File: config.mk
export PLATFORM = sky130hd
export DESIGN_NAME = keypad_timer_entry
export DESIGN_NICKNAME = d
export VERILOG_FILES = /design/src/rtl/microwave_pkg.sv /design/src/rtl/bcd_mmss_dec.sv /design/src/rtl/keypad_timer_entry.sv
export SDC_FILE = /design/constraint.sdc
export NUM_CORES = 1
export LEC_CHECK = 0
export CORE_MARGIN = 2
export CORE_UTILIZATION = 53
export CTS_BUF_LIST = sky130_fd_sc_hd__clkbuf_8
export CTS_CLUSTER_DIAMETER = 30
export DETAILED_ROUTE_END_ITERATION = 6
export GPL_ROUTABILITY_DRIVEN = 0
export PLACE_DENSITY_LB_ADDON = 0.3
export SLEW_MARGIN = 20
export SYNTH_ARGS = -nofsm -noshare
export SYNTH_HDL_FRONTEND = slang
export SYNTH_SLANG_ARGS = --single-unit
export TNS_END_PERCENT = 100
File: constraint.sdc
create_clock -name clk -period 2.81 [get_ports clk]
set_input_delay 0.562 -clock clk [delete_from_list [all_inputs] [get_ports clk]]
set_output_delay 0.562 -clock clk [all_outputs]
set_load 0.05 [all_outputs]
File: src/rtl/microwave_pkg.sv
// Shared constants for the microwave keypad/display path.
// FSM encodings, key indices and BCD limits used by the entry timer.
package microwave_pkg;

    localparam logic [1:0] StIdle  = 2'd0;
    localparam logic [1:0] StEntry = 2'd1;
    localparam logic [1:0] StRun   = 2'd2;
    localparam logic [1:0] StDone  = 2'd3;

    localparam int unsigned KEY_START  = 10;
    localparam int unsigned KEY_CANCEL = 11;

    localparam logic [3:0] SEC_TENS_MAX = 4'd5;
    localparam logic [3:0] BCD_MAX      = 4'd9;

endpackage

File: src/rtl/bcd_mmss_dec.sv
// Combinational MM:SS BCD decrement by one second.
// 00:00 is held rather than wrapped so digits stay in BCD range.
module bcd_mmss_dec
    import microwave_pkg::*;
(
    input  logic [3:0] dig1_i,
    input  logic [3:0] dig2_i,
    input  logic [3:0] dig3_i,
    input  logic [3:0] dig4_i,
    output logic [3:0] nxt1_o,
    output logic [3:0] nxt2_o,
    output logic [3:0] nxt3_o,
    output logic [3:0] nxt4_o,
    output logic       is_zero_next_o
);

    always_comb begin
        nxt1_o = dig1_i;
        nxt2_o = dig2_i;
        nxt3_o = dig3_i;
        nxt4_o = dig4_i;
        if (dig1_i != 4'd0) begin
            nxt1_o = dig1_i - 4'd1;
        end else if (dig2_i != 4'd0) begin
            nxt1_o = BCD_MAX;
            nxt2_o = dig2_i - 4'd1;
        end else if (dig3_i != 4'd0) begin
            nxt1_o = BCD_MAX;
            nxt2_o = SEC_TENS_MAX;
            nxt3_o = dig3_i - 4'd1;
        end else if (dig4_i != 4'd0) begin
            nxt1_o = BCD_MAX;
            nxt2_o = SEC_TENS_MAX;
            nxt3_o = BCD_MAX;
            nxt4_o = dig4_i - 4'd1;
        end
    end

    assign is_zero_next_o = ({nxt4_o, nxt3_o, nxt2_o, nxt1_o} == 16'h0000);

endmodule

File: src/rtl/keypad_timer_entry.sv
// Keypad entry of a 4-digit MM:SS cook time and 1 s countdown.
// Feeds BCD digits and enables to the display converters; reports running/done.
module keypad_timer_entry
    import microwave_pkg::*;
#(
    parameter int unsigned TICK_DIV  = 1000,
    parameter int unsigned BLINK_DIV = 250
) (
    input  logic        clk,
    input  logic        rst,
    input  logic [11:0] key,
    output logic [3:0]  dig1,
    output logic [3:0]  dig2,
    output logic [3:0]  dig3,
    output logic [3:0]  dig4,
    output logic [3:0]  en,
    output logic        running,
    output logic        done
);

    localparam int unsigned TickW  = (TICK_DIV > 1) ? $clog2(TICK_DIV) : 1;
    localparam int unsigned BlinkW = (BLINK_DIV > 1) ? $clog2(BLINK_DIV) : 1;
    localparam logic [TickW-1:0]  TickLast  = TickW'(TICK_DIV - 1);
    localparam logic [BlinkW-1:0] BlinkLast = BlinkW'(BLINK_DIV - 1);

    logic [1:0]        state_q, state_d;
    logic [11:0]       key_q;
    logic [3:0]        dig1_q, dig1_d, dig2_q, dig2_d, dig3_q, dig3_d, dig4_q, dig4_d;
    logic [2:0]        count_q, count_d;
    logic [TickW-1:0]  tick_q, tick_d;
    logic [BlinkW-1:0] blink_q, blink_d;
    logic              phase_q, phase_d;
    logic              done_q, done_d;

    logic [11:0] press;
    logic        digit_hit;
    logic [3:0]  digit_val;
    logic        start_ok;
    logic [3:0]  nxt1, nxt2, nxt3, nxt4;
    logic        is_zero_next;

    bcd_mmss_dec u_dec (
        .dig1_i         (dig1_q),
        .dig2_i         (dig2_q),
        .dig3_i         (dig3_q),
        .dig4_i         (dig4_q),
        .nxt1_o         (nxt1),
        .nxt2_o         (nxt2),
        .nxt3_o         (nxt3),
        .nxt4_o         (nxt4),
        .is_zero_next_o (is_zero_next)
    );

    always_comb begin
        press     = key & ~key_q;
        digit_hit = |press[9:0];
        digit_val = 4'd0;
        // Scan downward so the lowest pressed digit wins.
        for (int i = 9; i >= 0; i--) begin
            if (press[i]) digit_val = 4'(i);
        end
        start_ok = (dig2_q <= SEC_TENS_MAX) && ({dig4_q, dig3_q, dig2_q, dig1_q} != 16'h0000);
    end

    always_comb begin
        state_d = state_q;
        dig1_d  = dig1_q;
        dig2_d  = dig2_q;
        dig3_d  = dig3_q;
        dig4_d  = dig4_q;
        count_d = count_q;
        tick_d  = tick_q;
        blink_d = blink_q;
        phase_d = phase_q;
        done_d  = 1'b0;

        if (press[KEY_CANCEL]) begin
            state_d = StIdle;
            dig1_d  = 4'd0;
            dig2_d  = 4'd0;
            dig3_d  = 4'd0;
            dig4_d  = 4'd0;
            count_d = 3'd0;
            tick_d  = '0;
            blink_d = '0;
            phase_d = 1'b0;
        end else begin
            case (state_q)
                StIdle: begin
                    if (digit_hit) begin
                        dig1_d  = digit_val;
                        dig2_d  = 4'd0;
                        dig3_d  = 4'd0;
                        dig4_d  = 4'd0;
                        count_d = 3'd1;
                        state_d = StEntry;
                    end
                end
                StEntry: begin
                    // A start press, even a rejected one, shadows a same-cycle digit.
                    if (press[KEY_START]) begin
                        if (start_ok) begin
                            state_d = StRun;
                            tick_d  = '0;
                        end
                    end else if (digit_hit && (count_q < 3'd4)) begin
                        dig4_d  = dig3_q;
                        dig3_d  = dig2_q;
                        dig2_d  = dig1_q;
                        dig1_d  = digit_val;
                        count_d = count_q + 3'd1;
                    end
                end
                StRun: begin
                    if (tick_q == TickLast) begin
                        tick_d = '0;
                        dig1_d = nxt1;
                        dig2_d = nxt2;
                        dig3_d = nxt3;
                        dig4_d = nxt4;
                        if (is_zero_next) begin
                            state_d = StDone;
                            done_d  = 1'b1;
                            blink_d = '0;
                            phase_d = 1'b0;
                        end
                    end else begin
                        tick_d = tick_q + TickW'(1);
                    end
                end
                StDone: begin
                    if (press[KEY_START] || digit_hit) begin
                        state_d = StIdle;
                        count_d = 3'd0;
                        blink_d = '0;
                        phase_d = 1'b0;
                    end else if (blink_q == BlinkLast) begin
                        blink_d = '0;
                        phase_d = ~phase_q;
                    end else begin
                        blink_d = blink_q + BlinkW'(1);
                    end
                end
                default: state_d = StIdle;
            endcase
        end
    end

    always_ff @(posedge clk) begin
        if (rst) begin
            state_q <= StIdle;
            key_q   <= 12'h000;
            dig1_q  <= 4'd0;
            dig2_q  <= 4'd0;
            dig3_q  <= 4'd0;
            dig4_q  <= 4'd0;
            count_q <= 3'd0;
            tick_q  <= '0;
            blink_q <= '0;
            phase_q <= 1'b0;
            done_q  <= 1'b0;
        end else begin
            state_q <= state_d;
            key_q   <= key;
            dig1_q  <= dig1_d;
            dig2_q  <= dig2_d;
            dig3_q  <= dig3_d;
            dig4_q  <= dig4_d;
            count_q <= count_d;
            tick_q  <= tick_d;
            blink_q <= blink_d;
            phase_q <= phase_d;
            done_q  <= done_d;
        end
    end

    always_comb begin
        case (state_q)
            StEntry, StRun: en = 4'b1111;
            StDone:         en = phase_q ? 4'b0000 : 4'b1111;
            default:        en = 4'b0000;
        endcase
    end

    assign dig1    = dig1_q;
    assign dig2    = dig2_q;
    assign dig3    = dig3_q;
    assign dig4    = dig4_q;
    assign running = (state_q == StRun);
    assign done    = done_q;

endmodule

# Word level (Yosys, flattened, before mapping)
# Cells that the tools add are included.
# totals
regBits,53
memories,0
inputBits,14
ramBits,0
out_inout_bits,22
mem_bits_ro,0
latch_bits,0
elab_cells,136
# op_classes
add_sub_neg,7
eq_ne,14
order_cmp,2
shifts,0
reduce_logical,24
n_mul,0
muxes,73
n_bitwise,5
div_mod_pow,0
# op_table
cell,count
2-to-1 mux 4 bit,41
case mux 4 bit (3 select lines),4
2-to-1 mux 8 bit,4
2-to-1 mux 10 bit,3
case mux 10 bit (2 select lines),1
logical NOT 16 bit,1
case mux 8 bit (2 select lines),1
nonzero test 16 bit,1
nonzero test 4 bit,4
subtractor 4 x 1 -> 4 bit (second input constant),4
AND 12 bit,1
2-to-1 mux 2 bit,6
2-to-1 mux 3 bit,4
inequality test 2 bit (second input constant),6
NOT 12 bit,1
adder 10 x 1 -> 10 bit (second input constant),1
== test 10 bit (second input constant),1
AND reduction 5 bit,2
OR reduction 10 bit,1
case mux 3 bit (3 select lines),1
adder 8 x 1 -> 8 bit (second input constant),1
== test 8 bit (second input constant),1
case mux 2 bit (4 select lines),1
case mux 4 bit (2 select lines),1
20 further kinds,33

# Longest topological paths before layout
# logic_depth
depth_word,15
mapped_depth,10
mapped_depth_nobuf,9

# By module
# From an unflattened synthesis, not the netlist that was laid out.
# hier_totals
cells_unflattened,426
area_unflattened_um2,3578.4
# by_module_without_submodules
mod,seq_area_each_um2,cells_per_inst,n_inst,area_per_inst_um2
keypad_timer_entry,1061.0,328,1,2904.0
bcd_mmss_dec,0.0,98,1,674.4

# Worst setup path before layout
# OpenSTA, ideal clock, no wires.
# synth_timing
path_kind,register to register
start,register dig1_q[0] (netlist: dig1[0])
end,register phase_q
slack_ns,-0.233
arrival_ns,2.971
synth_period_minus_slack_ns,3.043
t_required_ns,2.738
path_buffers,1
stages_incl_launch_ff,11
setup_ns,0.072
path_cell_list,dfxtp_1 inv_1 ha_1 or3b_1 buf_6 nor3_2 a22oi_1 or4_4 or3_4 a21oi_1 mux2i_1
# synth_via
elab_chain_cells,7
word_cells_on_any_way,12
classes_between,1 x add/sub; 1 x eq/ne; 7 x mux; 3 x reduce/logical
# synth_rtl
item,line_no,text
from (decl),keypad_timer_entry.sv:28,"logic [3:0] dig1_q, dig1_d, dig2_q, dig2_d, dig3_q, dig3_d, dig4_q, dig4_d;"
from (signal assigned),keypad_timer_entry.sv:165,dig1_q <= dig1_d;
branches (longest 4 deep; another with subtractor 4 x 1 -> 4 bit),-,
logical NOT 16 bit *,bcd_mmss_dec.sv:39,"assign is_zero_next_o = ({nxt4_o, nxt3_o, nxt2_o, nxt1_o} == 16'h0000);"
inequality test 2 x 1 -> 1 bit (no source line) *,-,
AND reduction 4 bit (no source line) *,-,
to (signal assigned),keypad_timer_entry.sv:172,phase_q <= phase_d;
to (decl),keypad_timer_entry.sv:32,"logic phase_q, phase_d;"
# Every way passes the cells marked *.
# A chain may end at the register's enable or synchronous reset.

# Final worst setup path
# layout_timing
start,register dig4_q[1] (netlist: dig4[1])
end,register blink_q[7]
# layout_via
elab_chain_cells,8
word_cells_on_any_way,21
classes_between,1 x add/sub; 1 x eq/ne; 16 x mux; 3 x reduce/logical
# layout_rtl
item,line_no,text
from (decl),keypad_timer_entry.sv:28,
from (signal assigned),keypad_timer_entry.sv:168,dig4_q <= dig4_d;
subtractor 4 x 1 -> 4 bit or nonzero test 4 bit (tied branches),"bcd_mmss_dec.sv:35, bcd_mmss_dec.sv:31",
2-to-1 mux 4 bit,bcd_mmss_dec.sv:31,end else if (dig4_i != 4'd0) begin
2-to-1 mux 4 bit,bcd_mmss_dec.sv:27,end else if (dig3_i != 4'd0) begin
2-to-1 mux 4 bit,bcd_mmss_dec.sv:24,end else if (dig2_i != 4'd0) begin
2-to-1 mux 4 bit,bcd_mmss_dec.sv:22,if (dig1_i != 4'd0) begin
logical NOT 16 bit *,bcd_mmss_dec.sv:39,
inequality test 2 x 1 -> 1 bit (no source line) *,-,
AND reduction 3 bit (no source line) *,-,
to (signal assigned),keypad_timer_entry.sv:171,blink_q <= blink_d;
to (decl),keypad_timer_entry.sv:31,"logic [BlinkW-1:0] blink_q, blink_d;"
# Every way passes the cells marked *; elsewhere a longest branch is shown, timed or not.

==> results.json <==
{
  "grtUsageMet2": 0.4699,
  "cp-end-kind": "flop",
  "hp-class": "flop to flop",
  "cp_cell_sequence": "inv_2 -> ha_4 -> or3b_4 -> o31ai_4 -> a31oi_1 -> or4_4 -> or3_4 -> a21oi_4 -> a32o_1",
  "yosysMostFrequentCell": "dfxtp_1",
  "clock-root-buffer": "clkbuf_8",
  "syn2layout_area_growth_pct": 31.48,
  "drtAntennaViolNets": 0,
  "holdPathStages": 2,
  "rows": 28,
  "fillers": 475,
  "synthCells": 432,
  "cp_slowest_cell": "or4_4",
  "status": "complete, but fails checks",
  "drt-wirelength-per-cell_um": 16.35,
  "dr.pass1.iters": 6,
  "yosys.cell_types.count": 65,
  "yosysSeqAreaShare": 0.3167,
  "cp_data_arrival_time_ns": 3.20,
  "synth_top_area_cell": "dfxtp_1",
  "wirelength_mm": 9.693,
  "synthFlopType": "dfxtp_1",
  "grt_pass1_wl_mm": 15.74,
  "die_h_um": 83.51,
  "grt-busiest-layer": "met2",
  "core_area_sq_um": 6026,
  "final_nets": 545,
  "via_per_inst": 6.162,
  "cap_violations": 0,
  "die_x_um": 83.51,
  "n_antenna_cell": 0,
  "r2r_cells": 9,
  "setup_violations": 7,
  "synth.top_cells.by_area": "dfxtp_1, a21oi_1, ha_1, nand2_1, nor2b_1",
  "maxSlewViolCount": 0,
  "grt_pass1_vias": 3422,
  "violations": "setup timing",
  "min_period_ns": 2.941,
  "vdd_drop_max_mv": 0.4471,
  "cp.required_ns": 3.07,
  "cts.htree.levels": 2,
  "path_clk_slew_ns": 0.11,
  "numPortBuffers": 35,
  "vias": 3654,
  "gr-total-overflow": 0,
  "synth-warning-count": 0,
  "drcViolationCount": 0,
  "power_density_nw_per_um2": 426.5,
  "gr-usage-met1": 0.3352,
  "tightest_slew_ns": 0.6233,
  "slowest_delay_ns": 0.59,
  "fin_crit_sh": 1.047,
  "finalNonFillerCells": 593,
  "rsz0062_at_grt": "true",
  "synthTopCellsByCount": "dfxtp_1, nand2_1, a21oi_1",
  "synth-edff-count": 0,
  "cts.sinks": 53,
  "cp-start-kind": "flop",
  "synthArstFlopShare": 0,
  "synth_top_area_share": 0.3167,
  "tritoncts": "yes",
  "power_mw": 1.879,
  "syn_area_sq_um": 3351,
  "grt_start_max_net_pins": 20,
  "relSlewSlack": 0.5845,
  "crit_type": "flop to flop",
  "grt.total_usage": 0.2688,
  "dp.cells": 577,
  "dp.final_hpwl_mm": 6.971,
  "syn_nets": 460,
  "antenna_found_initial": 0,
  "finalHoldViolations": 0,
  "crit_fanout": 6,
  "ys_seq_elements": 53,
  "met3_usage": 0.04352,
  "drtIter0Drc": 310,
  "leakage_nw": 1.625,
  "dieArea_sq_um": 6974,
  "clk_path_buf_depth": 2,
  "avgSynthCellArea_sq_um": 7.756,
  "start_util": 0.5561,
  "finClkSkew_ns": 0.02042,
  "fmax_mhz": 340.0,
  "num_io_pins": 36,
  "setup_ws_ns": -0.1312,
  "drive_above_1_share": 0.2336,
  "cts_buffers": 5,
  "worst_skew_pair.late_latency_ns": 0.33,
  "ctsHoldBuffers": 0
}
==> final cells by class <==
| type | count | area, sq um | area share |
|---|---|---|---|
| Inverter | 22 | 87.58 | 0.01988 |
| Clock inverter | 3 | 17.52 | 0.003976 |
| Timing Repair Buffer | 103 | 867.1 | 0.1968 |
| Tap cell | 75 | 93.84 | 0.02130 |
| Multi-Input combinational cell | 332 | 2185 | 0.4959 |
| Clock buffer | 5 | 68.82 | 0.01562 |
| Sequential cell | 53 | 1086 | 0.2465 |
==> logic make-up (layout without fill, tap and decap cells) <==
logic type / count (synthesis) / count (layout) / synth area share
and+or+nand+nor: 195 / 195 / 0.3230
AOI/OAI and AO/OA: 113 / 113 / 0.2188
DFF: 53 / 53 / 0.3167
buffers and inverters: 47 / 133 / 0.06199
adders and majority gates: 14 / 14 / 0.05228
xor gates and xnor gates: 7 / 7 / 0.01830
muxes: 3 / 3 / 0.008962
==> final timing paths <==
check	start	endpoint	slack, ns
min reg2reg	tick_q[1]	tick_q[1]	0.48
max reg2reg	dig4[1]	blink_q[7]	-0.13
max	dig4[1]	blink_q[7]	-0.13
min	tick_q[1]	tick_q[1]	0.48
==> routing by layer <==
| metal | vias to the layer above | part of all wire |
|---|---|---|
| met3 | 27 | 0.072 |
| met4 | 0 | 0.022 |
| li1 | 1734 | - |
| met1 | 1715 | 0.42 |
| met5 | - | 0 |
| met2 | 178 | 0.49 |
==> critical path, delay by kind of cell (launching register included) <==
kind                     cells  cell delay [ns]
AO/OA/AOI/OAI                4             0.87
AND/OR/NAND/NOR              3             1.43
adder cells (fa/ha/maj)      1             0.13
flip-flops                   1             0.36
buffers and inverters        1             0.08
==> stage by stage <==
| step | setup WS [ns] | cell area [sq um] | util | setup TNS (ns) | hold WS, ns |
|---|---|---|---|---|---|
| after floorplan | 0.001060 | 3400 | - | 0 | 0.4427 |
| final | -0.1312 | 4405 | 0.7311 | -0.8254 | 0.4843 |
| after detailed placement | -0.03001 | 4172 | 0.6923 | -0.2069 | 0.4732 |
| after global routing | -0.2184 | 4405 | 0.7311 | -1.579 | 0.5166 |
| after global placement | 0.02511 | 4172 | 0.6923 | 0 | 0.4607 |
| after CTS | 0.001789 | 4268 | 0.7083 | 0 | 0.4870 |
==> repair_timing <==
| item | in CTS | in global routing |
|---|---|---|
| setup buffers | 0 | 8 |
| pin swaps | 1 | 13 |
| endpoints found under the hold margin | 0 | 0 |
| setup endpoints to repair | 8 | 11 |
| gates resized for setup | 3 | 20 |
==> power by group <==
group	switching [mW]	total (mW)	internal, mW
logic	0.387	0.648	0.261
registers	0.0146	0.785	0.770
clock network	0.273	0.446	0.173
total	0.675	1.88	1.20
==> sequential cells by signal, summed over array words and instances, names as in the netlist <==
signal / cells
done: 1
dig3: 4
dig4: 4
key_q: 12
tick_q: 10
phase_q: 1
count_q: 3
dig2: 4
blink_q: 8
state_q: 2
dig1: 4
==> placed cells by master, fill, tap and decap left out, types with 3 or more instances in the layout <==
| cell type | synthesis | final |
|---|---|---|
| buf_4 | 3 | 70 |
| nand2_1 | 45 | 45 |
| dfxtp_1 | 53 | 45 |
| a21oi_1 | 37 | 36 |
| nor2_1 | 31 | 31 |
| clkdlybuf4s50_1 | 0 | 31 |
| o21ai_0 | 28 | 28 |
| nor2b_1 | 23 | 23 |
| nand3_1 | 18 | 18 |
| inv_1 | 22 | 16 |
| nor3_1 | 16 | 15 |
| nand4_1 | 10 | 10 |
| ha_1 | 14 | 10 |
| a32o_1 | 8 | 8 |
| o22ai_1 | 8 | 8 |
| nand2b_1 | 6 | 6 |
| nor4_1 | 6 | 6 |
| nor3b_1 | 8 | 6 |
| dfxtp_4 | 0 | 6 |
| and3_1 | 5 | 5 |
| clkbuf_8 | 0 | 5 |
| inv_2 | 0 | 4 |
| or3b_4 | 2 | 4 |
| xnor2_1 | 4 | 4 |
| or3_1 | 4 | 4 |
| ha_4 | 0 | 4 |
| xor2_1 | 3 | 3 |
| o211ai_1 | 3 | 3 |
| a31oi_1 | 3 | 3 |
| a211oi_1 | 3 | 3 |
Note: power is estimated with default switching activity, not from simulation.
